--- config.mk ---
export PLATFORM = sky130hd
export DESIGN_NAME = cordic_ci_sequencer_flat
export DESIGN_NICKNAME = d
export VERILOG_FILES = /design/src/rtl/cordic_ci_if.sv /design/src/rtl/cordic_ci_sequencer.sv /design/src/flat_wrapper.sv
export SDC_FILE = /design/constraint.sdc
export NUM_CORES = 1
export LEC_CHECK = 0
export BUFFER_PORTS_ARGS = -buffer_cell sky130_fd_sc_hd__clkbuf_2
export CORE_MARGIN = 2
export CORE_UTILIZATION = 35
export CTS_CLUSTER_DIAMETER = 200
export CTS_CLUSTER_SIZE = 25
export DETAILED_ROUTE_END_ITERATION = 7
export PLACE_DENSITY = 0.61
export SLEW_MARGIN = 20
export SYNTH_ARGS = -nofsm -noshare
export SYNTH_HDL_FRONTEND = slang
export SYNTH_SLANG_ARGS = --single-unit
--- constraint.sdc ---
create_clock -name clock -period 2.3 [get_ports clock]
set_input_delay 0 -clock clock [delete_from_list [all_inputs] [get_ports clock]]
set_output_delay 0 -clock clock [all_outputs]
set_load 0.05 [all_outputs]
--- src/rtl/cordic_ci_if.sv ---
// Custom-instruction side of the CORDIC sequencer.
// Master drives request/enable, slave returns status and result.
interface cordic_ci_if;
  logic        clk_en;
  logic        start;
  logic [31:0] dataa;
  logic        busy;
  logic        done;
  logic [31:0] result;

  modport master (
    output clk_en,
    output start,
    output dataa,
    input  busy,
    input  done,
    input  result
  );

  modport slave (
    input  clk_en,
    input  start,
    input  dataa,
    output busy,
    output done,
    output result
  );
endinterface

--- src/rtl/cordic_ci_sequencer.sv ---
// Custom-instruction sequencer for the iterative cosine CORDIC core.
// Define CORDIC_SEQ_FLOAT_OUT_EN to return IEEE-754 single instead of Q1.31.
module cordic_ci_sequencer #(
  parameter int ITERATIONS = 10,
  parameter int CNT_W      = 4
) (
  input  logic        clock,
  input  logic        aclr,
  cordic_ci_if.slave  ci,
  output logic        core_load,
  output logic        core_en,
  output logic [31:0] core_dataa,
  input  logic [31:0] core_result
);

  typedef enum logic [1:0] {
    IDLE,
    LOAD,
    ITER,
    DONE
  } state_t;

  localparam logic [CNT_W-1:0] LAST =
    CNT_W'(ITERATIONS - 1);

  state_t           state;
  logic [CNT_W-1:0] cnt;
  logic [31:0]      operand;
  logic [31:0]      result_q;
  logic             done_q;
  logic [31:0]      result_d;

`ifdef CORDIC_SEQ_FLOAT_OUT_EN
  // Q1.31 to float: value = q / 2^31, so exponent = 127 + p - 31.
  function automatic logic [31:0] q131_to_float(
    input logic [31:0] q
  );
    logic [4:0]  p;
    logic [7:0]  ex;
    logic [22:0] man;
    p = '0;
    for (int i = 0; i < 32; i++) begin
      if (q[i]) p = 5'(i);
    end
    ex  = 8'd96 + {3'b000, p};
    man = 23'((q << (6'd32 - {1'b0, p})) >> 9);
    if (q == 32'd0) begin
      q131_to_float = 32'd0;
    end else begin
      q131_to_float = {1'b0, ex, man};
    end
  endfunction

  assign result_d = q131_to_float(core_result);
`else
  assign result_d = core_result;
`endif

  always_ff @(posedge clock or posedge aclr) begin
    if (aclr) begin
      state    <= IDLE;
      cnt      <= '0;
      operand  <= '0;
      result_q <= '0;
      done_q   <= 1'b0;
    end else if (ci.clk_en) begin
      done_q <= 1'b0;
      unique case (state)
        IDLE: begin
          // cos is even, so the sign never reaches the core
          if (ci.start) begin
            operand <= ci.dataa & 32'h7FFF_FFFF;
            state   <= LOAD;
          end
        end
        LOAD: begin
          cnt   <= '0;
          state <= ITER;
        end
        ITER: begin
          cnt <= cnt + 1'b1;
          if (cnt == LAST) state <= DONE;
        end
        DONE: begin
          result_q <= result_d;
          done_q   <= 1'b1;
          state    <= IDLE;
        end
        default: state <= IDLE;
      endcase
    end
  end

  assign ci.busy    = (state != IDLE);
  assign ci.done    = done_q;
  assign ci.result  = result_q;
  assign core_dataa = operand;
  assign core_load  = aclr | (state == LOAD);
  assign core_en    = (state == ITER) & ci.clk_en;

endmodule

--- src/flat_wrapper.sv ---
// flat-port wrapper written by rule: the top's interface ports become plain ports
module cordic_ci_sequencer_flat 
#(
  parameter int ITERATIONS = 10,
  parameter int CNT_W      = 4
)
  (clock, aclr, core_load, core_en, core_dataa, core_result, ci_clk_en, ci_start, ci_dataa, ci_busy, ci_done, ci_result);
  cordic_ci_if ci_i ();
  input  logic clock;
  input  logic aclr;
  output logic core_load;
  output logic core_en;
  output logic [31:0] core_dataa;
  input  logic [31:0] core_result;
  input wire logic [$bits(ci_i.clk_en)-1:0] ci_clk_en;
  input wire logic [$bits(ci_i.start)-1:0] ci_start;
  input wire logic [$bits(ci_i.dataa)-1:0] ci_dataa;
  output wire logic [$bits(ci_i.busy)-1:0] ci_busy;
  output wire logic [$bits(ci_i.done)-1:0] ci_done;
  output wire logic [$bits(ci_i.result)-1:0] ci_result;
  assign ci_i.clk_en = ci_clk_en;
  assign ci_i.start = ci_start;
  assign ci_i.dataa = ci_dataa;
  assign ci_busy = ci_i.busy;
  assign ci_done = ci_i.done;
  assign ci_result = ci_i.result;
  cordic_ci_sequencer #(.ITERATIONS(ITERATIONS), .CNT_W(CNT_W)) u_core (.clock(clock), .aclr(aclr), .ci(ci_i), .core_load(core_load), .core_en(core_en), .core_dataa(core_dataa), .core_result(core_result));
endmodule
==> flow_summary.ini, run 1 <==
[worst_setup_path]
r2r_end = u_core.core_dataa[16]
crit_arrival_ns = 1.95
end_kind = flip-flop
r2r-start = u_core.state[0]
reg2reg_slack_ns = 0.56
ff2ff_path_depth = 5
critPathRequiredTime_ns = 2.51
crit_type = reg2reg
critPathMaxFanout = 20
cp-start-kind = flip-flop

[cells_and_area]
finalNonFillerCells = 495
diodes = 0
nets = 460
nFillCells = 690
drive_gt1_frac = 0.559
area_growth_pct = 54.7
layout_commonest_cell = clkbuf_2
fin_util = 0.556
stdcell_area_um2 = 4570
most-common-layout-cells = 133 x clkbuf_2, 70 x dfrtp_1, 64 x dlygate4sd3_1, 32 x mux2_2, 30 x mux2_4

[synthesis]
synth_seq_area_share = 0.593
ys_warn_count = 0
ys_ff_latch = 70
synthDistinctLibCells = 24
synth_ff_type = dfrtp_1
synth_nets = 257
synth_cells = 182
async_flop_share = 1.00
synth_area_per_cell_um2 = 16.2
synth-edff-count = 0
syn_area_um2 = 2950

[die]
die_area_um2 = 9190
io_pins = 136
floorplan.rows = 33
die_w_um = 95.9
die_h_um = 95.9
core_area_um2 = 8220
initial_utilization = 0.359

[clock_tree]
cts_tree = done
insertion_delay_ns = 0.33
root_buffer = clkbuf_8
clock-sinks = 70
clk_pin_slew_ns = 0.07
clockBufferDepth = 2
cts_setup_buffers = 0
cts_htree_levels = 3
numCtsBuffers = 9

[global_routing]
antenna_found_initial = 0
grt_pass1_wl_um = 9940
grt_pass1_vias = 2186
grt-ovfl-total = 0
grt_max_degree = 34
grt_usage = 0.141

[power_and_ir_drop]
ir_worst_vdd_v = 0.000781
leakage_nw = 2.37
powerDensity_nw_per_um2 = 1600
p_total_mw = 7.32

[min_path]
hold_path_depth = 2
hold_end = u_core.ci.done
hp-start = ci_clk_en
hp-class = in2reg

[sta]
rsz0062_at_grt = false
hold_viol = 0
max_freq_mhz = 575
slew_viol_final = 0
fin_crit_ns = 1.74
final.setup.tns_ns = 0
clock-skew-final_ns = 0.00686
hold_slack_ns = 0.0783
fin_crit_sh = 0.756
setup_viol = 0
worst_slack_ns = 0.562

[status]
status = complete, no violations

[route]
vias = 2175
drtAntennaViolNets = 0
drt_iter0_markers = 42
viasPerCell = 4.39
drt_pass1_iterations = 4
post_drt_wl_per_cell_um = 13.2
totalWireLength_um = 6530
drc_errors = 0

[placed_design]
place_ws_ns = 0.549
placed_cell_area_um2 = 3710
place.gp.congestion = 0.697
portBuffers = 133
place_hpwl_um = 4210
placed_cells = 415

[job]
maxCapViolCount = 0
==> worst max-delay path, stage by stage (launching register included) <==
cell	delay, ns
dfrtp_1	0.42
inv_1	0.11
ha_1	0.25
nand3_4	0.25
buf_12	0.26
mux2_4	0.31
==> power by group <==
group | total [mW] | switching [mW] | internal, mW
Combinational | 4.09 | 2.82 | 1.27
Sequential | 2.17 | 0.332 | 1.84
Clock | 1.06 | 0.454 | 0.609
==> repair_timing <==
| item | in CTS | in global routing |
|---|---|---|
| resized for setup | 0 | 0 |
| endpoints found under the hold margin | 109 | 0 |
| hold buffers | 64 | 0 |
==> final cells by class <==
cell class	instances	area, µm²	share of cell area
clock buffers	10	128	0.0279
clock inverters	6	86.3	0.0189
inverters	8	30.0	0.00657
multi-input cells	96	1090	0.238
flip-flops and latches	70	1750	0.383
well taps	105	131	0.0288
repair buffers	200	1350	0.296
==> registers in the layout (all words and copies together) (netlist names) <==
register and count:
u_core.ci.done 1, u_core.ci.result 32, u_core.state 2, u_core.cnt 4, u_core.core_dataa 31
==> synth_stat cells (2+ instances only) <==
library cell / count / share of area
mux2_2: 32 / 0.12
nand2_1: 3 / 0.0038
mux2_4: 30 / 0.15
mux2_1: 2 / 0.0076
inv_1: 8 / 0.010
buf_4: 2 / 0.0051
nand3_1: 2 / 0.0034
buf_6: 6 / 0.023
a21o_1: 2 / 0.0051
o21ai_0: 6 / 0.010
ha_1: 7 / 0.030
dfrtp_1: 70 / 0.59
==> kinds of logic (layout without fill, tap and decap cells) <==
| group | count (synthesis) | after routing | synth area share |
|---|---|---|---|
| other | 1 | 1 | 0.00127 |
| buffers and inverters | 16 | 224 | 0.0381 |
| DFF | 70 | 70 | 0.593 |
| AOI/OAI and AO/OA | 10 | 10 | 0.0237 |
| muxes | 64 | 64 | 0.282 |
| adders and majority gates | 7 | 7 | 0.0297 |
| and+or+nand+nor | 14 | 14 | 0.0318 |
==> routing by layer <==
layer | share of wire | track usage | vias up | wire length, µm
li1 | - | - | 1035 | -
met1 | 0.41 | 0.163 | 1054 | 2710
met2 | 0.51 | 0.251 | 75 | 3350
met3 | 0.055 | 0.0345 | 11 | 362
met4 | 0.016 | 0.0571 | 0 | 107
met5 | 0 | 0 | - | 0
==> worst max path at each step <==
stage | from | endpoint | slack [ns] | cells past startpoint
floorplan | aclr | u_core.ci.done | 0.53 | 1
global placement | u_core.state[0] | u_core.core_dataa[20] | 0.57 | 5
detailed placement | u_core.state[0] | u_core.core_dataa[8] | 0.55 | 5
CTS | u_core.state[0] | u_core.core_dataa[9] | 0.54 | 5
global route | u_core.state[0] | u_core.core_dataa[16] | 0.43 | 5
finish | u_core.state[0] | u_core.core_dataa[16] | 0.56 | 5
Power figures use the tool's default switching activity.
==> inputs of run 2 (changes only) <==
--- a/config.mk
+++ b/config.mk
@@ -11,7 +11,7 @@
 export CTS_CLUSTER_DIAMETER = 200
 export CTS_CLUSTER_SIZE = 25
 export DETAILED_ROUTE_END_ITERATION = 7
-export PLACE_DENSITY = 0.61
+export PLACE_DENSITY = 0.63
 export SLEW_MARGIN = 20
 export SYNTH_ARGS = -nofsm -noshare
 export SYNTH_HDL_FRONTEND = slang
==> constraint.sdc (replaced) <==
create_clock -name clock -period 1.5 [get_ports clock]
set_input_delay 0 -clock clock [delete_from_list [all_inputs] [get_ports clock]]
set_output_delay 0 -clock clock [all_outputs]
set_load 0.05 [all_outputs]
==> run 2 against run 1 <==
Effect of this change: highest routed layer unchanged; the flow now finishes with violations (negative setup slack); cell count is 3.2% higher; fmax is 16% higher; die area stayed put.
==> flow_summary.ini, run 2 (synthesis results as in run 1) <==
[clock_tree]
clk_pin_slew_ns = 0.07
clockBufferDepth = 2
cts_htree_levels = 3
cts_tree = done
clock-sinks = 70
numCtsBuffers = 9
root_buffer = clkbuf_8
insertion_delay_ns = 0.34

[cells_and_area]
nets = 476
largest_reg_flops = 32
diodes = 0
multiInputGateArea_um2 = 1150
fin_util = 0.587
layout_commonest_cell = clkbuf_2
nFillCells = 676
regArea_um2 = 1750
drive_gt1_frac = 0.599
most-common-layout-cells = 131 x clkbuf_2, 70 x dfrtp_1, 64 x dlygate4sd3_1, 31 x mux2_4, 31 x mux2_2
finalNonFillerCells = 511
area_growth_pct = 63.3

[sta]
max_freq_mhz = 665
slew_viol_final = 0
hold_slack_ns = 0.0888
final.setup.tns_ns = -0.00359
setup_viol = 1
slew_headroom = 0.596
clock-skew-final_ns = 0.00313
fin_crit_ns = 1.50
fin_crit_sh = 1.00
worst_slack_ns = -0.00359
rsz0062_at_grt = true
hold_viol = 0
worstMarginPinSlew_ns = 0.606

[worst_setup_path]
critPathRequiredTime_ns = 1.72
crit_arrival_ns = 1.72
cp-start-kind = flip-flop
end_kind = flip-flop
critPathMaxFanout = 2
crit_type = reg2reg

[die]
core_area_um2 = 8220
floorplan.rows = 33
die_h_um = 95.9
die_w_um = 95.9
die_area_um2 = 9190
io_pins = 136
initial_utilization = 0.359

[global_routing]
grt-ovfl-total = 0
grt_pass1_wl_um = 10300
antenna_found_initial = 0
grt_usage = 0.150
grt_pass1_vias = 2197
grt_max_degree = 50

[route]
drtAntennaViolNets = 0
drt_pass1_iterations = 4
totalWireLength_um = 6930
drc_errors = 0
post_drt_wl_per_cell_um = 13.6
viasPerCell = 4.38
drt_iter0_markers = 21
vias = 2237

[status]
status = complete, but fails checks
violations = negative setup slack

[power_and_ir_drop]
leakage_nw = 2.47
powerDensity_nw_per_um2 = 2460
ir_worst_vdd_v = 0.00104

[min_path]
hp-class = in2reg

[placed_design]
portBuffers = 133
placed_cells = 428
place_hpwl_um = 4500
place.gp.congestion = 0.834

[job]
maxCapViolCount = 0
run 2: per-stage QoR:
step | power (mW) | setup slack, ns | cell area, µm²
6_report | 11.8 | -0.00359 | 4820
5_1_grt | 12.5 | -0.0526 | 4820
3_3_place_gp | 9.64 | -0.0223 | 3820
2_1_floorplan | 8.23 | 0.000990 | 2960
3_5_place_dp | 9.76 | -0.0931 | 3820
4_1_cts | 11.8 | -0.0109 | 4750
run 2: worst paths after layout:
check                                startpoint                     to  slack (ns)  depth (start not counted)
min in group asynchronous                  aclr   u_core.ci.result[27]        0.30                          4
max                             u_core.state[0]        u_core.state[1]      -0.004                          5
max in group asynchronous                  aclr  u_core.core_dataa[24]        0.65                          4
min reg2reg                u_core.ci.result[16]   u_core.ci.result[16]        0.49                          1
min                                   ci_clk_en         u_core.ci.done        0.09                          2
max reg2reg                     u_core.state[0]        u_core.state[1]      -0.004                          5
run 2: what timing repair did:
action                                  in CTS  in global routing
hold buffers                                64                  0
endpoints found under the setup margin      28                 36
setup buffers                                0                  2
gates resized for setup                     15                  7
gates cloned                                 0                  1
endpoints found under the hold margin      133                  0
pin swaps                                    1                  1
run 2: area by class of cell:
class / count / area share
clock buffers: 10 / 0.0285
clock inverters: 6 / 0.0176
inverters: 8 / 0.00779
multi-input cells: 96 / 0.238
flip-flops and latches: 70 / 0.363
well taps: 105 / 0.0273
repair buffers: 216 / 0.317
run 2: power by group:
part / switching [mW] / internal, mW / total (mW)
Combinational: 4.50 / 2.34 / 6.84
Sequential: 0.505 / 2.82 / 3.33
Clock: 0.704 / 0.975 / 1.68
run 2: worst max-delay path, cell delays in order, from the launching register on:
cell,delay [ns]
dfrtp_1,0.37
inv_2,0.06
ha_4,0.17
buf_4,0.15
a221oi_4,0.31
mux2_4,0.33
run 2: routing by layer:
| layer | global-route usage | share of wire |
|---|---|---|
| met1 | 0.172 | 0.40 |
| met2 | 0.255 | 0.51 |
| met5 | 0 | 0 |
| met4 | 0.0786 | 0.018 |
| met3 | 0.0407 | 0.066 |
==> inputs of run 3 (changes only) <==
--- a/config.mk
+++ b/config.mk
@@ -11,7 +11,7 @@
 export CTS_CLUSTER_DIAMETER = 200
 export CTS_CLUSTER_SIZE = 25
 export DETAILED_ROUTE_END_ITERATION = 7
-export PLACE_DENSITY = 0.63
+export PLACE_DENSITY = 0.61
 export SLEW_MARGIN = 20
 export SYNTH_ARGS = -nofsm -noshare
 export SYNTH_HDL_FRONTEND = slang
==> constraint.sdc (replaced) <==
create_clock -name clock -period 1.74 [get_ports clock]
set_input_delay 0 -clock clock [delete_from_list [all_inputs] [get_ports clock]]
set_output_delay 0 -clock clock [all_outputs]
set_load 0.05 [all_outputs]
==> run 3 against run 2 <==
Effect of this change: the run now ends clean; clock power down 4%; die area unchanged; setup slack better by 0.16 ns; routed wire length down 1.1%; utilization down 2.0 points; non-clock buffer count down 13; sequential share of layout area up 1.3 points; via count down 2.1%; cell count down 2.5%; hold slack worse by 0.041 ns; cell area down 3.4%; critical path type unchanged.
==> flow_summary.ini, run 3 (synthesis results as in run 1) <==
[status]
status = complete, no violations

[power_and_ir_drop]
p_sw_mw = 4.81
powerDensity_nw_per_um2 = 2140
pwr-share-comb = 0.550
pwr-share-seq = 0.289
ir_worst_vdd_v = 0.00112
p_clk_frac = 0.162
leakage_nw = 2.41
swShare = 0.483
cell_internal_pwr_mw = 5.16

[cells_and_area]
finalNonFillerCells = 498
diodes = 0
drive_gt1_frac = 0.565
largest_reg_flops = 32
area_growth_pct = 57.7
nets = 463
most-common-layout-cells = 133 x clkbuf_2, 70 x dfrtp_1, 64 x dlygate4sd3_1, 32 x mux2_2, 30 x mux2_4
layout_commonest_cell = clkbuf_2

[route]
post_drt_wl_per_cell_um = 13.8
drc_errors = 0
drtAntennaViolNets = 0
vias = 2190
drt_iter0_markers = 25
drt_pass1_iterations = 4
totalWireLength_um = 6850
viasPerCell = 4.40

[placed_design]
portBuffers = 133
placed_cells = 418
place.gp.congestion = 0.764
place_hpwl_um = 4500
place_ws_ns = 0.149

[global_routing]
gr-usage-met2 = 0.256
grt-ovfl-total = 0
grt_pass1_wl_um = 10400
grt_usage = 0.150
grt_max_degree = 33
grt_pass1_vias = 2197
grt-busiest-layer = met2
met1_usage = 0.174
grt_util_met3 = 0.0493
antenna_found_initial = 0

[sta]
hold_slack_ns = 0.0477
rsz0062_at_grt = false
slew_viol_final = 0
fin_crit_sh = 0.908
clock-skew-final_ns = 0.0120
final.setup.tns_ns = 0
setup_viol = 0
fin_crit_ns = 1.58
hold_viol = 0
max_freq_mhz = 633
worst_slack_ns = 0.160

[worst_setup_path]
critPathRequiredTime_ns = 1.96
crit_slowest_cell = dfrtp_1
r2r-start = u_core.state[0]
cp-start-kind = flip-flop
cp_num_buf_inv = 1
crit_chain = inv_1 -> ha_1 -> a221oi_2 -> mux2_2
max_stage_delay_ns = 0.40
end_kind = flip-flop
path_delay_family = flip-flops
ff2ff_path_depth = 4
reg2reg_slack_ns = 0.16
crit_type = reg2reg
crit_arrival_ns = 1.80
critPathMaxFanout = 4
r2r_end = u_core.state[1]

[die]
io_pins = 136
die_area_um2 = 9190
initial_utilization = 0.359
floorplan.rows = 33
core_area_um2 = 8220
die_w_um = 95.9
die_h_um = 95.9

[clock_tree]
numCtsBuffers = 9
cts_tree = done
clock-sinks = 70
root_buffer = clkbuf_8
clk_pin_slew_ns = 0.07
insertion_delay_ns = 0.34
clockBufferDepth = 2
cts_htree_levels = 3

[min_path]
hp-start = ci_clk_en
hp-class = in2reg
hold_end = u_core.ci.done
hold_path_depth = 2

[job]
maxCapViolCount = 0
[run 3: layout make-up]
type / count / area, µm²
Fill cell: 670 / 3560
Sequential cell: 70 / 1750
Timing Repair Buffer: 203 / 1400
Multi-Input combinational cell: 96 / 1090
Clock buffer: 11 / 141
Tap cell: 105 / 131
Clock inverter: 5 / 106
Inverter: 8 / 33.8
[run 3: how the worst max path moves through the flow]
stage,startpoint,to,slack [ns],cells after the start
6_report,u_core.state[0],u_core.state[1],0.16,4
3_3_place_gp,u_core.state[0],u_core.state[1],0.18,4
2_1_floorplan,u_core.state[0],u_core.state[0],0.14,5
5_1_grt,u_core.state[0],core_en,0.04,4
3_5_place_dp,u_core.state[0],u_core.state[1],0.15,4
4_1_cts,u_core.state[0],core_en,0.07,4
[run 3: power groups by stage]
stage | Clock, mW | Sequential [mW] | Combinational [mW]
6_report | 1.61 | 2.88 | 5.48
5_1_grt | 1.76 | 2.99 | 5.76
4_1_cts | 1.67 | 2.88 | 5.52
3_5_place_dp | 0 | 2.90 | 5.40
3_3_place_gp | 0 | 2.86 | 5.34
2_1_floorplan | 0 | 5.53 | 1.56
[run 3: per-stage QoR]
| step | power (mW) | util | instance area [µm²] |
|---|---|---|---|
| final | 9.98 | 0.567 | 4660 |
| after global routing | 10.5 | 0.567 | 4660 |
| after CTS | 10.1 | 0.566 | 4650 |
| after detailed placement | 8.30 | 0.458 | 3770 |
| after global placement | 8.21 | 0.458 | 3770 |
| after floorplan | 7.09 | - | 2960 |
[run 3: what timing repair did]
action                                  CTS  global route
resized for setup                         0             1
endpoints found under the setup margin    0             1
setup buffers                             0             0
hold buffers                             64             0
hold endpoints to repair                106             0
[run 3: metal layers]
| layer | vias to the layer above | routed length [µm] | share of wire |
|---|---|---|---|
| met1 | 1081 | 2780 | 0.41 |
| met2 | 65 | 3600 | 0.53 |
| met3 | 8 | 359 | 0.052 |
| met5 | - | 0 | 0 |
| met4 | 0 | 111 | 0.016 |
| li1 | 1036 | - | - |
[run 3: worst reg2reg max path, cell delays in order (launching register included)]
cell      delay [ns]
dfrtp_1         0.40
inv_1           0.09
ha_1            0.27
a221oi_2        0.34
mux2_2          0.37
